File: config.mk
export PLATFORM = sky130hd
export DESIGN_NAME = mem_bus_arbiter_flat
export DESIGN_NICKNAME = d
export VERILOG_FILES = /design/src/rtl/mem_bus_arbiter_if.sv /design/src/rtl/mem_bus_arbiter.sv /design/src/flat_wrapper.sv
export SDC_FILE = /design/constraint.sdc
export NUM_CORES = 1
export LEC_CHECK = 0
export ABC_AREA = 1
export BUFFER_PORTS_ARGS = -buffer_cell sky130_fd_sc_hd__buf_2
export CAP_MARGIN = 20
export CORE_AREA = 2 2 134 136
export CTS_CLUSTER_DIAMETER = 120
export CTS_CLUSTER_SIZE = 16
export DETAILED_ROUTE_END_ITERATION = 10
export DIE_AREA = 0 0 136 138
export PLACE_DENSITY = 0.59
export SLEW_MARGIN = 20
export SYNTH_ARGS = -nofsm -noshare
export SYNTH_HDL_FRONTEND = slang
export SYNTH_SLANG_ARGS = --single-unit
export TNS_END_PERCENT = 1
File: constraint.sdc
create_clock -name clock -period 1.95 [get_ports clock]
set_input_delay 0.2925 -clock clock [delete_from_list [all_inputs] [get_ports clock]]
set_output_delay 0.2925 -clock clock [all_outputs]
set_load 0.005 [all_outputs]
File: src/rtl/mem_bus_arbiter_if.sv
// Bus bundle around the arbiter. It covers the two requester ports
// (imem, dmem) and the three memory-mapped slaves (bram, print, clint).
// master: the arbiter's view. slave: the environment's view
// (the requesters and the slaves).
interface mem_bus_arbiter_if;
   // fetch port
   logic        imem_valid;
   logic [31:0] imem_addr;
   logic        imem_ready;
   logic [31:0] imem_rdata;
   logic        imem_error;
   // load/store port
   logic        dmem_valid;
   logic [31:0] dmem_addr;
   logic [31:0] dmem_wdata;
   logic [3:0]  dmem_wstrb;
   logic        dmem_ready;
   logic [31:0] dmem_rdata;
   logic        dmem_error;
   // slave side
   logic        bram_valid, print_valid, clint_valid;
   logic        slv_instr;
   logic [31:0] slv_addr;
   logic [31:0] slv_wdata;
   logic [3:0]  slv_wstrb;
   logic        bram_ready, print_ready, clint_ready;
   logic [31:0] bram_rdata, print_rdata, clint_rdata;

   modport master (
      input  imem_valid, imem_addr,
      output imem_ready, imem_rdata, imem_error,
      input  dmem_valid, dmem_addr, dmem_wdata, dmem_wstrb,
      output dmem_ready, dmem_rdata, dmem_error,
      output bram_valid, print_valid, clint_valid,
      output slv_instr, slv_addr, slv_wdata, slv_wstrb,
      input  bram_ready, print_ready, clint_ready,
      input  bram_rdata, print_rdata, clint_rdata
   );

   modport slave (
      output imem_valid, imem_addr,
      input  imem_ready, imem_rdata, imem_error,
      output dmem_valid, dmem_addr, dmem_wdata, dmem_wstrb,
      input  dmem_ready, dmem_rdata, dmem_error,
      input  bram_valid, print_valid, clint_valid,
      input  slv_instr, slv_addr, slv_wdata, slv_wstrb,
      output bram_ready, print_ready, clint_ready,
      output bram_rdata, print_rdata, clint_rdata
   );
endinterface

File: src/rtl/mem_bus_arbiter.sv
// Round-robin arbiter between the fetch and load/store ports on a single
// memory bus. It allows one transaction in flight at a time. The granted
// request is registered and decoded to bram, print or clint. A 10-bit
// watchdog ends a WAIT that the selected slave never answers.
module mem_bus_arbiter #(
   parameter logic [31:0] bram_base_addr  = 32'h0000_0000,
   parameter logic [31:0] bram_top_addr   = 32'h0010_0000,
   parameter logic [31:0] print_base_addr = 32'h0100_0000,
   parameter logic [31:0] print_top_addr  = 32'h0100_0004,
   parameter logic [31:0] clint_base_addr = 32'h0200_0000,
   parameter logic [31:0] clint_top_addr  = 32'h0200_C000,
   parameter int          timeout_cycles  = 1023
) (
   input logic                clock,
   input logic                reset,
   mem_bus_arbiter_if.master  bus
);

   localparam logic [1:0] IDLE  = 2'd0;
   localparam logic [1:0] ISSUE = 2'd1;
   localparam logic [1:0] WAIT  = 2'd2;
   localparam logic [1:0] ERR   = 2'd3;
   localparam logic [9:0] WDOG_LIMIT = 10'(timeout_cycles);

   typedef struct packed {
      logic [31:0] addr;
      logic [31:0] wdata;
      logic [3:0]  wstrb;
      logic        instr;
   } req_t;

   logic [1:0]  state;
   logic        rr_imem;      // 1: imem wins the next conflict
   req_t        req_q, gnt_req;
   logic [2:0]  sel_q, sel_dec; // one-hot {clint, print, bram}
   logic [9:0]  wdog;
   logic        gnt_any, gnt_imem;
   logic        sel_rdy, wait_done, wait_to, done, fail;
   logic [31:0] sel_rdata, rdata;

   function automatic logic in_win(input logic [31:0] a, input logic [31:0] lo,
                                   input logic [31:0] hi);
      return (a >= lo) && (a < hi);
   endfunction

   // Grant choice and address decode of the request that IDLE would accept.
   always_comb begin
      gnt_any       = bus.imem_valid | bus.dmem_valid;
      gnt_imem      = bus.imem_valid & (~bus.dmem_valid | rr_imem);
      gnt_req.instr = gnt_imem;
      gnt_req.addr  = gnt_imem ? bus.imem_addr : bus.dmem_addr;
      gnt_req.wdata = gnt_imem ? 32'h0 : bus.dmem_wdata;
      gnt_req.wstrb = gnt_imem ? 4'h0  : bus.dmem_wstrb;
      sel_dec[0]    = in_win(gnt_req.addr, bram_base_addr,  bram_top_addr);
      sel_dec[1]    = in_win(gnt_req.addr, print_base_addr, print_top_addr);
      sel_dec[2]    = in_win(gnt_req.addr, clint_base_addr, clint_top_addr);
   end

   // Completion detection. Readies from slaves that were not selected are masked out.
   always_comb begin
      sel_rdy   = |(sel_q & {bus.clint_ready, bus.print_ready, bus.bram_ready});
      sel_rdata = 32'h0;
      if (sel_q[0]) sel_rdata = bus.bram_rdata;
      if (sel_q[1]) sel_rdata = bus.print_rdata;
      if (sel_q[2]) sel_rdata = bus.clint_rdata;
      wait_done = (state == WAIT) & sel_rdy;
      wait_to   = (state == WAIT) & ~sel_rdy & (wdog == WDOG_LIMIT);
      done      = wait_done | wait_to | (state == ERR);
      fail      = wait_to | (state == ERR);
      rdata     = wait_done ? sel_rdata : 32'h0;
   end

   assign bus.imem_ready  = done & req_q.instr;
   assign bus.imem_error  = fail & req_q.instr;
   assign bus.imem_rdata  = req_q.instr ? rdata : 32'h0;
   assign bus.dmem_ready  = done & ~req_q.instr;
   assign bus.dmem_error  = fail & ~req_q.instr;
   assign bus.dmem_rdata  = req_q.instr ? 32'h0 : rdata;
   assign bus.bram_valid  = (state == ISSUE) & sel_q[0];
   assign bus.print_valid = (state == ISSUE) & sel_q[1];
   assign bus.clint_valid = (state == ISSUE) & sel_q[2];
   assign bus.slv_instr   = req_q.instr;
   assign bus.slv_addr    = req_q.addr;
   assign bus.slv_wdata   = req_q.wdata;
   assign bus.slv_wstrb   = req_q.wstrb;

   // Transaction FSM. It holds the grant, the round-robin pointer and the watchdog.
   always_ff @(posedge clock or negedge reset) begin
      if (!reset) begin
         state   <= IDLE;
         rr_imem <= 1'b0;
         req_q   <= '0;
         sel_q   <= '0;
         wdog    <= '0;
      end else begin
         case (state)
            IDLE: if (gnt_any) begin
               req_q <= gnt_req;
               sel_q <= sel_dec;
               if (bus.imem_valid && bus.dmem_valid) rr_imem <= ~rr_imem;
               state <= (|sel_dec) ? ISSUE : ERR;
            end
            ISSUE: begin
               wdog  <= '0;
               state <= WAIT;
            end
            WAIT: begin
               if (sel_rdy || wdog == WDOG_LIMIT) state <= IDLE;
               else                               wdog  <= wdog + 10'd1;
            end
            ERR:     state <= IDLE;
            default: state <= IDLE;
         endcase
      end
   end

endmodule
File: src/flat_wrapper.sv
// flat-port wrapper written by rule: the top's interface ports become plain ports
module mem_bus_arbiter_flat 
#(
   parameter logic [31:0] bram_base_addr  = 32'h0000_0000,
   parameter logic [31:0] bram_top_addr   = 32'h0010_0000,
   parameter logic [31:0] print_base_addr = 32'h0100_0000,
   parameter logic [31:0] print_top_addr  = 32'h0100_0004,
   parameter logic [31:0] clint_base_addr = 32'h0200_0000,
   parameter logic [31:0] clint_top_addr  = 32'h0200_C000,
   parameter int          timeout_cycles  = 1023
)
  (clock, reset, bus_imem_valid, bus_imem_addr, bus_imem_ready, bus_imem_rdata, bus_imem_error, bus_dmem_valid, bus_dmem_addr, bus_dmem_wdata, bus_dmem_wstrb, bus_dmem_ready, bus_dmem_rdata, bus_dmem_error, bus_bram_valid, bus_print_valid, bus_clint_valid, bus_slv_instr, bus_slv_addr, bus_slv_wdata, bus_slv_wstrb, bus_bram_ready, bus_print_ready, bus_clint_ready, bus_bram_rdata, bus_print_rdata, bus_clint_rdata);
  mem_bus_arbiter_if bus_i ();
  input logic clock;
  input logic reset;
  input wire logic [$bits(bus_i.imem_valid)-1:0] bus_imem_valid;
  input wire logic [$bits(bus_i.imem_addr)-1:0] bus_imem_addr;
  output wire logic [$bits(bus_i.imem_ready)-1:0] bus_imem_ready;
  output wire logic [$bits(bus_i.imem_rdata)-1:0] bus_imem_rdata;
  output wire logic [$bits(bus_i.imem_error)-1:0] bus_imem_error;
  input wire logic [$bits(bus_i.dmem_valid)-1:0] bus_dmem_valid;
  input wire logic [$bits(bus_i.dmem_addr)-1:0] bus_dmem_addr;
  input wire logic [$bits(bus_i.dmem_wdata)-1:0] bus_dmem_wdata;
  input wire logic [$bits(bus_i.dmem_wstrb)-1:0] bus_dmem_wstrb;
  output wire logic [$bits(bus_i.dmem_ready)-1:0] bus_dmem_ready;
  output wire logic [$bits(bus_i.dmem_rdata)-1:0] bus_dmem_rdata;
  output wire logic [$bits(bus_i.dmem_error)-1:0] bus_dmem_error;
  output wire logic [$bits(bus_i.bram_valid)-1:0] bus_bram_valid;
  output wire logic [$bits(bus_i.print_valid)-1:0] bus_print_valid;
  output wire logic [$bits(bus_i.clint_valid)-1:0] bus_clint_valid;
  output wire logic [$bits(bus_i.slv_instr)-1:0] bus_slv_instr;
  output wire logic [$bits(bus_i.slv_addr)-1:0] bus_slv_addr;
  output wire logic [$bits(bus_i.slv_wdata)-1:0] bus_slv_wdata;
  output wire logic [$bits(bus_i.slv_wstrb)-1:0] bus_slv_wstrb;
  input wire logic [$bits(bus_i.bram_ready)-1:0] bus_bram_ready;
  input wire logic [$bits(bus_i.print_ready)-1:0] bus_print_ready;
  input wire logic [$bits(bus_i.clint_ready)-1:0] bus_clint_ready;
  input wire logic [$bits(bus_i.bram_rdata)-1:0] bus_bram_rdata;
  input wire logic [$bits(bus_i.print_rdata)-1:0] bus_print_rdata;
  input wire logic [$bits(bus_i.clint_rdata)-1:0] bus_clint_rdata;
  assign bus_i.imem_valid = bus_imem_valid;
  assign bus_i.imem_addr = bus_imem_addr;
  assign bus_imem_ready = bus_i.imem_ready;
  assign bus_imem_rdata = bus_i.imem_rdata;
  assign bus_imem_error = bus_i.imem_error;
  assign bus_i.dmem_valid = bus_dmem_valid;
  assign bus_i.dmem_addr = bus_dmem_addr;
  assign bus_i.dmem_wdata = bus_dmem_wdata;
  assign bus_i.dmem_wstrb = bus_dmem_wstrb;
  assign bus_dmem_ready = bus_i.dmem_ready;
  assign bus_dmem_rdata = bus_i.dmem_rdata;
  assign bus_dmem_error = bus_i.dmem_error;
  assign bus_bram_valid = bus_i.bram_valid;
  assign bus_print_valid = bus_i.print_valid;
  assign bus_clint_valid = bus_i.clint_valid;
  assign bus_slv_instr = bus_i.slv_instr;
  assign bus_slv_addr = bus_i.slv_addr;
  assign bus_slv_wdata = bus_i.slv_wdata;
  assign bus_slv_wstrb = bus_i.slv_wstrb;
  assign bus_i.bram_ready = bus_bram_ready;
  assign bus_i.print_ready = bus_print_ready;
  assign bus_i.clint_ready = bus_clint_ready;
  assign bus_i.bram_rdata = bus_bram_rdata;
  assign bus_i.print_rdata = bus_print_rdata;
  assign bus_i.clint_rdata = bus_clint_rdata;
  mem_bus_arbiter #(.bram_base_addr(bram_base_addr), .bram_top_addr(bram_top_addr), .print_base_addr(print_base_addr), .print_top_addr(print_top_addr), .clint_base_addr(clint_base_addr), .clint_top_addr(clint_top_addr), .timeout_cycles(timeout_cycles)) u_core (.clock(clock), .reset(reset), .bus(bus_i));
endmodule
Yosys cells after proc, flatten, opt, wreduce, memory -nomap -nowiden:

Index checks and enable logic that the tools add are counted.

* register bits after elaboration: 85
* word-level logic and storage cells: 71
* output and inout port bits: 140
* bits of input ports: 203

* add/subtract/negate cells: 1
* reduce and logical (&&, ||, !) cells: 13
* muxes and demuxes: 15
* equal/unequal tests: 7
* bitwise gates (word level): 21
* magnitude comparators: 6

Operators with widths (number)
* 32-bit two-way mux: 8
* 32-bit by 1-bit greater-or-equal comparator with 1-bit output, second input constant: 1
* 32-bit by 25-bit greater-or-equal comparator with 1-bit output, second input constant: 1
* 32-bit by 26-bit greater-or-equal comparator with 1-bit output, second input constant: 1
* 32-bit by 21-bit < comparator with 1-bit output, second input constant: 1
* 32-bit by 25-bit < comparator with 1-bit output, second input constant: 1
* 32-bit by 26-bit < comparator with 1-bit output, second input constant: 1
* 10-bit case mux with 2 select lines: 1
* 1-bit AND: 11
* 10-bit by 1-bit adder with 10-bit output, second input constant: 1
* 10-bit equality test, second input constant: 1
* 10-bit two-way mux: 1
* 2-bit case mux with 4 select lines: 1
* 2-bit two-way mux: 3
* 2-bit AND reduction: 3
* 3-bit OR reduction: 2
* 1-bit OR: 5
* 2-bit equality test, second input constant: 2
* 1-bit logical AND: 4
* 4-bit two-way mux: 1
* 2-bit != test, second input constant: 2
* 1-bit NOT: 4
* 3-bit AND: 1
* 3-bit AND reduction: 1
* 5 further kinds: 5

Depth between registers and ports, before layout:

* depth in word-level cells: 10
* gate-level depth with buffers: 13
* mapped depth without buffers: 12

Least setup slack after synthesis:

OpenSTA, ideal clock, no wires.

* path type: reg2out
* start point: register u_core.wdog[0]
* end point: output bus_imem_ready
* data arrival time: 1513 ps
* data required time: 1657 ps
* cell stages (with the launch flop): 12
* buffers on the path: 0
* slack: 144 ps
* cell sequence: dfrtp_1 -> ha_1 -> nand2_1 -> nor2_2 -> nand3_2 -> nor2_1 -> nand3_1 -> o21ai_0 -> nand2_1 -> nand2_1 -> nand2_1 -> inv_1

* longest elaborated chain between the ends: 5

RTL lines
* from (decl): line mem_bus_arbiter.sv:36 `logic [9:0] wdog;`
* from (signal assigned): line mem_bus_arbiter.sv:109 `else wdog <= wdog + 10'd1;`
* 10-bit equality test: line mem_bus_arbiter.sv:67 `wait_to = (state == WAIT) & ~sel_rdy & (wdog == WDOG_LIMIT);`
* 1-bit AND: line mem_bus_arbiter.sv:67
* 1-bit OR (2 in a row): line mem_bus_arbiter.sv:68 `done = wait_done | wait_to | (state == ERR);`
* 1-bit AND: line mem_bus_arbiter.sv:73 `assign bus.imem_ready = done & req_q.instr;`
* to (decl): line flat_wrapper.sv:18 `output wire logic [$bits(bus_i.imem_ready)-1:0] bus_imem_ready;`

Every way passes these cells.

Worst setup path after layout:

* start point: register u_core.wdog[0]
* end point: output bus_imem_error

* longest elaborated chain between the ends: 4

RTL lines
* 10-bit equality test: line mem_bus_arbiter.sv:67
* 1-bit AND: line mem_bus_arbiter.sv:67
* 1-bit OR: line mem_bus_arbiter.sv:69 `fail = wait_to | (state == ERR);`
* 1-bit AND: line mem_bus_arbiter.sv:74 `assign bus.imem_error = fail & req_q.instr;`
* to (decl): line flat_wrapper.sv:20 `output wire logic [$bits(bus_i.imem_error)-1:0] bus_imem_error;`

Every way passes these cells.

==> impl_metrics.tcl <==
set metrics [dict create \
    routed_wl_mm 19.7 \
    end_kind "primary output" \
    die_h_microns 138 \
    start_util 0.287 \
    clock_latency_ns 0.34 \
    postSynthCellCount 679 \
    h-tree-depth 3 \
    yosysUniqueCellTypes 30 \
    drive_gt1_frac 0.410 \
    crit_fanout 3 \
    power_density_mw_per_mm2 1090 \
    dp_hpwl_mm 15.1 \
    cp_slowest_stage_delay_ns 0.35 \
    finalHoldViolations 0 \
    cp_data_arrival_time_ns 1.87 \
    fin_crit_sh 1.11 \
    grt_pass1_vias 5553 \
    cp-startpoint "u_core.wdog[0]" \
    yosysSeqAreaShare 0.423 \
    synth_nets 883 \
    synthTopCellsByArea "dfrtp_1 (42%), nand2_1 (12%), nor2_1 (7.3%)" \
    cts_tree "yes" \
    grt_remaining_overflow 0 \
    clock_skew_ns 0.00879 \
    dieArea_sq_mm 0.0188 \
    ys_ff_latch 85 \
    grt_usage 0.199 \
    cts_buffers 9 \
    max_clock_freq_mhz 461 \
    startpoint_type "register" \
    worst_pin_slew_ns 0.484 \
    cp-endpoint "bus_imem_error" \
    syn_area_sq_mm 0.00503 \
    syn2layout_area_growth_pct 50.6 \
    violations "negative setup slack" \
    drtPass1Iterations 5 \
    slowest_stage "dfrtp_1" \
    max-cap-violations 0 \
    critPathBufInv 2 \
    worstPathRequired_ns 1.66 \
    core-area_sq_mm 0.0175 \
    synthArstFlopShare 1.00 \
    clk_pin_slew_worst_paths_ns 0.07 \
    crit_path_cell_trace "ha_2, nand2_2, nor2_4, nand3_2, nor2_4, nand3_2, o21ai_2, nand2_2, buf_6, nor2_1, buf_2" \
    dpl_cell_area_sq_mm 0.00714 \
    ctsLongestPathBuffers 2 \
    final_area_sq_mm 0.00758 \
    ir_worst_vdd_uv 677 \
    r2r-start "u_core.wdog[0]" \
    antenna_found_initial 2 \
    drt_iter0_drc 250 \
    synth_common_cells "nand2_1 (161), nor2_1 (98), dfrtp_1 (85), nand3_1 (47), inv_1 (43)" \
    rsz0062_at_grt "yes" \
    post_drt_via_cell_ratio 4.77 \
    yosysWarnings 0 \
    ff2ff_setup_slack_ns -0.02 \
    num_io_pins 343 \
    hp-start "bus_dmem_wdata[12]" \
    drtAntennaViolNets 0 \
    status "finished, violations left" \
    hold_class "input port to register" \
    yosysTopAreaCell "dfrtp_1" \
    wl_per_cell_microns 15.7 \
    num_vias 5976 \
    grt_max_degree 72 \
    cp.depth 11 \
    port_buffers 342 \
    grt_pass1_wl_mm 29.5 \
    insertedDiodeCount 0 \
    syn_avg_cell_area_sq_um 7.41 \
    drc 0 \
    row_count 49 \
    setup_violations 19 \
    finalNetCount 1224 \
    r2r-end "u_core.wdog[2]" \
    chipWidth_microns 136 \
    yosysMostFrequentCell "nand2_1" \
    fin_crit_ns 2.17 \
    power_mw 8.24 \
    synth_edf_count 0 \
    crit_type "register to primary output" \
    layout_setup_ws_ns -0.217 \
    ys_dominant_reg_cell "dfrtp_1" \
    slew_violations 0 \
    power.leakage_nw 4.30 \
    dp_slack_ns -0.0256 \
    relSlewSlack 0.677 \
    cts-root-buf "clkbuf_16" \
    cp_top_family "simple AND/OR/NAND/NOR gates" \
    clock-sinks 85 \
    r2r_cells 13 \
    synth_top_cell_area_share 0.423 \
    setup_tns_ns -0.983 \
    routabilityCongestion 0.851 \
]
[final cells by class]
class,count,area (sq um)
fillers,1809,9960
multi-input cells,497,2560
clock buffers,10,239
repair buffers,380,2130
inverters,47,176
well taps,229,287
clock inverters,6,62.6
flip-flops and latches,85,2130
[per-layer routing]
layer,vias up,wire [microns],global-route usage
met3,28,1540,0.0433
met2,262,9820,0.354
met1,2715,7870,0.238
met4,4,396,0.0576
met5,-,31,0
li1,2967,-,-
[worst register-to-register path, delay by kind of cell, from the launching register on]
kind            cells  cell delay (ns)
fa+ha+maj           1             0.19
simple gates        6             0.56
compound gates      2             0.23
flops               1             0.35
buf+inv             4             0.55
[flip-flops by register name, indices dropped and copies added, names as in the netlist]
register / flops
u_core.bus.slv_instr: 1
u_core.bus.slv_addr: 32
u_core.sel_q: 3
u_core.rr_imem: 1
u_core.wdog: 10
u_core.bus.slv_wdata: 32
u_core.state: 2
u_core.bus.slv_wstrb: 4
[how the worst min path moves through the flow]
stage	end	slack [ns]	depth (start not counted)
2_1_floorplan	u_core.bus.slv_addr[0]	-0.003	0
3_3_place_gp	u_core.bus.slv_wdata[6]	0.29	1
3_5_place_dp	u_core.bus.slv_wdata[13]	0.30	1
4_1_cts	u_core.bus.slv_wdata[12]	0.15	2
5_1_grt	u_core.bus.slv_wdata[14]	0.15	2
6_report	u_core.bus.slv_wdata[12]	0.16	2
[layout by cell type (no fill, tap or decap), drive strengths merged]
master,Yosys,final
nand4,2,2
and2,1,1
clkbuf,23,10
xor2,6,6
inv,45,50
a22o,36,36
a21oi,36,36
ha,1,1
nand3,48,48
dfrtp,85,85
o22ai,5,5
buf,27,379
nand3b,19,19
a31oi,7,7
o21ai,37,37
nor2,100,100
clkinv,2,3
nor3,2,2
o211ai,32,32
nand2,165,165
dlygate4sd3,0,1
[cell families (layout without fill, tap and decap cells)]
logic type,Yosys count,in the layout,synth area share
simple gates,337,337,0.286
compound gates,153,153,0.198
buf+inv,97,443,0.0808
flops,85,85,0.423
xor+xnor,6,6,0.0104
fa+ha+maj,1,1,0.00249
[metrics by stage]
| stage | hold WS (ns) | utilization | std cells |
|---|---|---|---|
| 2_1_floorplan | -0.00309 | - | 679 |
| 3_3_place_gp | 0.293 | 0.407 | 1230 |
| 3_5_place_dp | 0.296 | 0.407 | 1230 |
| 4_1_cts | 0.150 | 0.428 | 1251 |
| 5_1_grt | 0.154 | 0.432 | 1254 |
| 6_report | 0.165 | 0.432 | 1254 |
[power by group]
| part | internal (mW) | switching, mW | total [mW] |
|---|---|---|---|
| combinational | 1.60 | 1.93 | 3.53 |
| sequential | 2.55 | 0.436 | 2.99 |
| clock | 0.938 | 0.782 | 1.72 |
| total | 5.09 | 3.15 | 8.24 |
[repair_timing]
action,in CTS,in global routing
setup buffers,4,3
hold buffers,1,0
endpoints found under the setup margin,68,77
pin swaps,6,6
hold endpoints to repair,32,0
gates resized for setup,9,17
(Power assumes the default switching activity.)
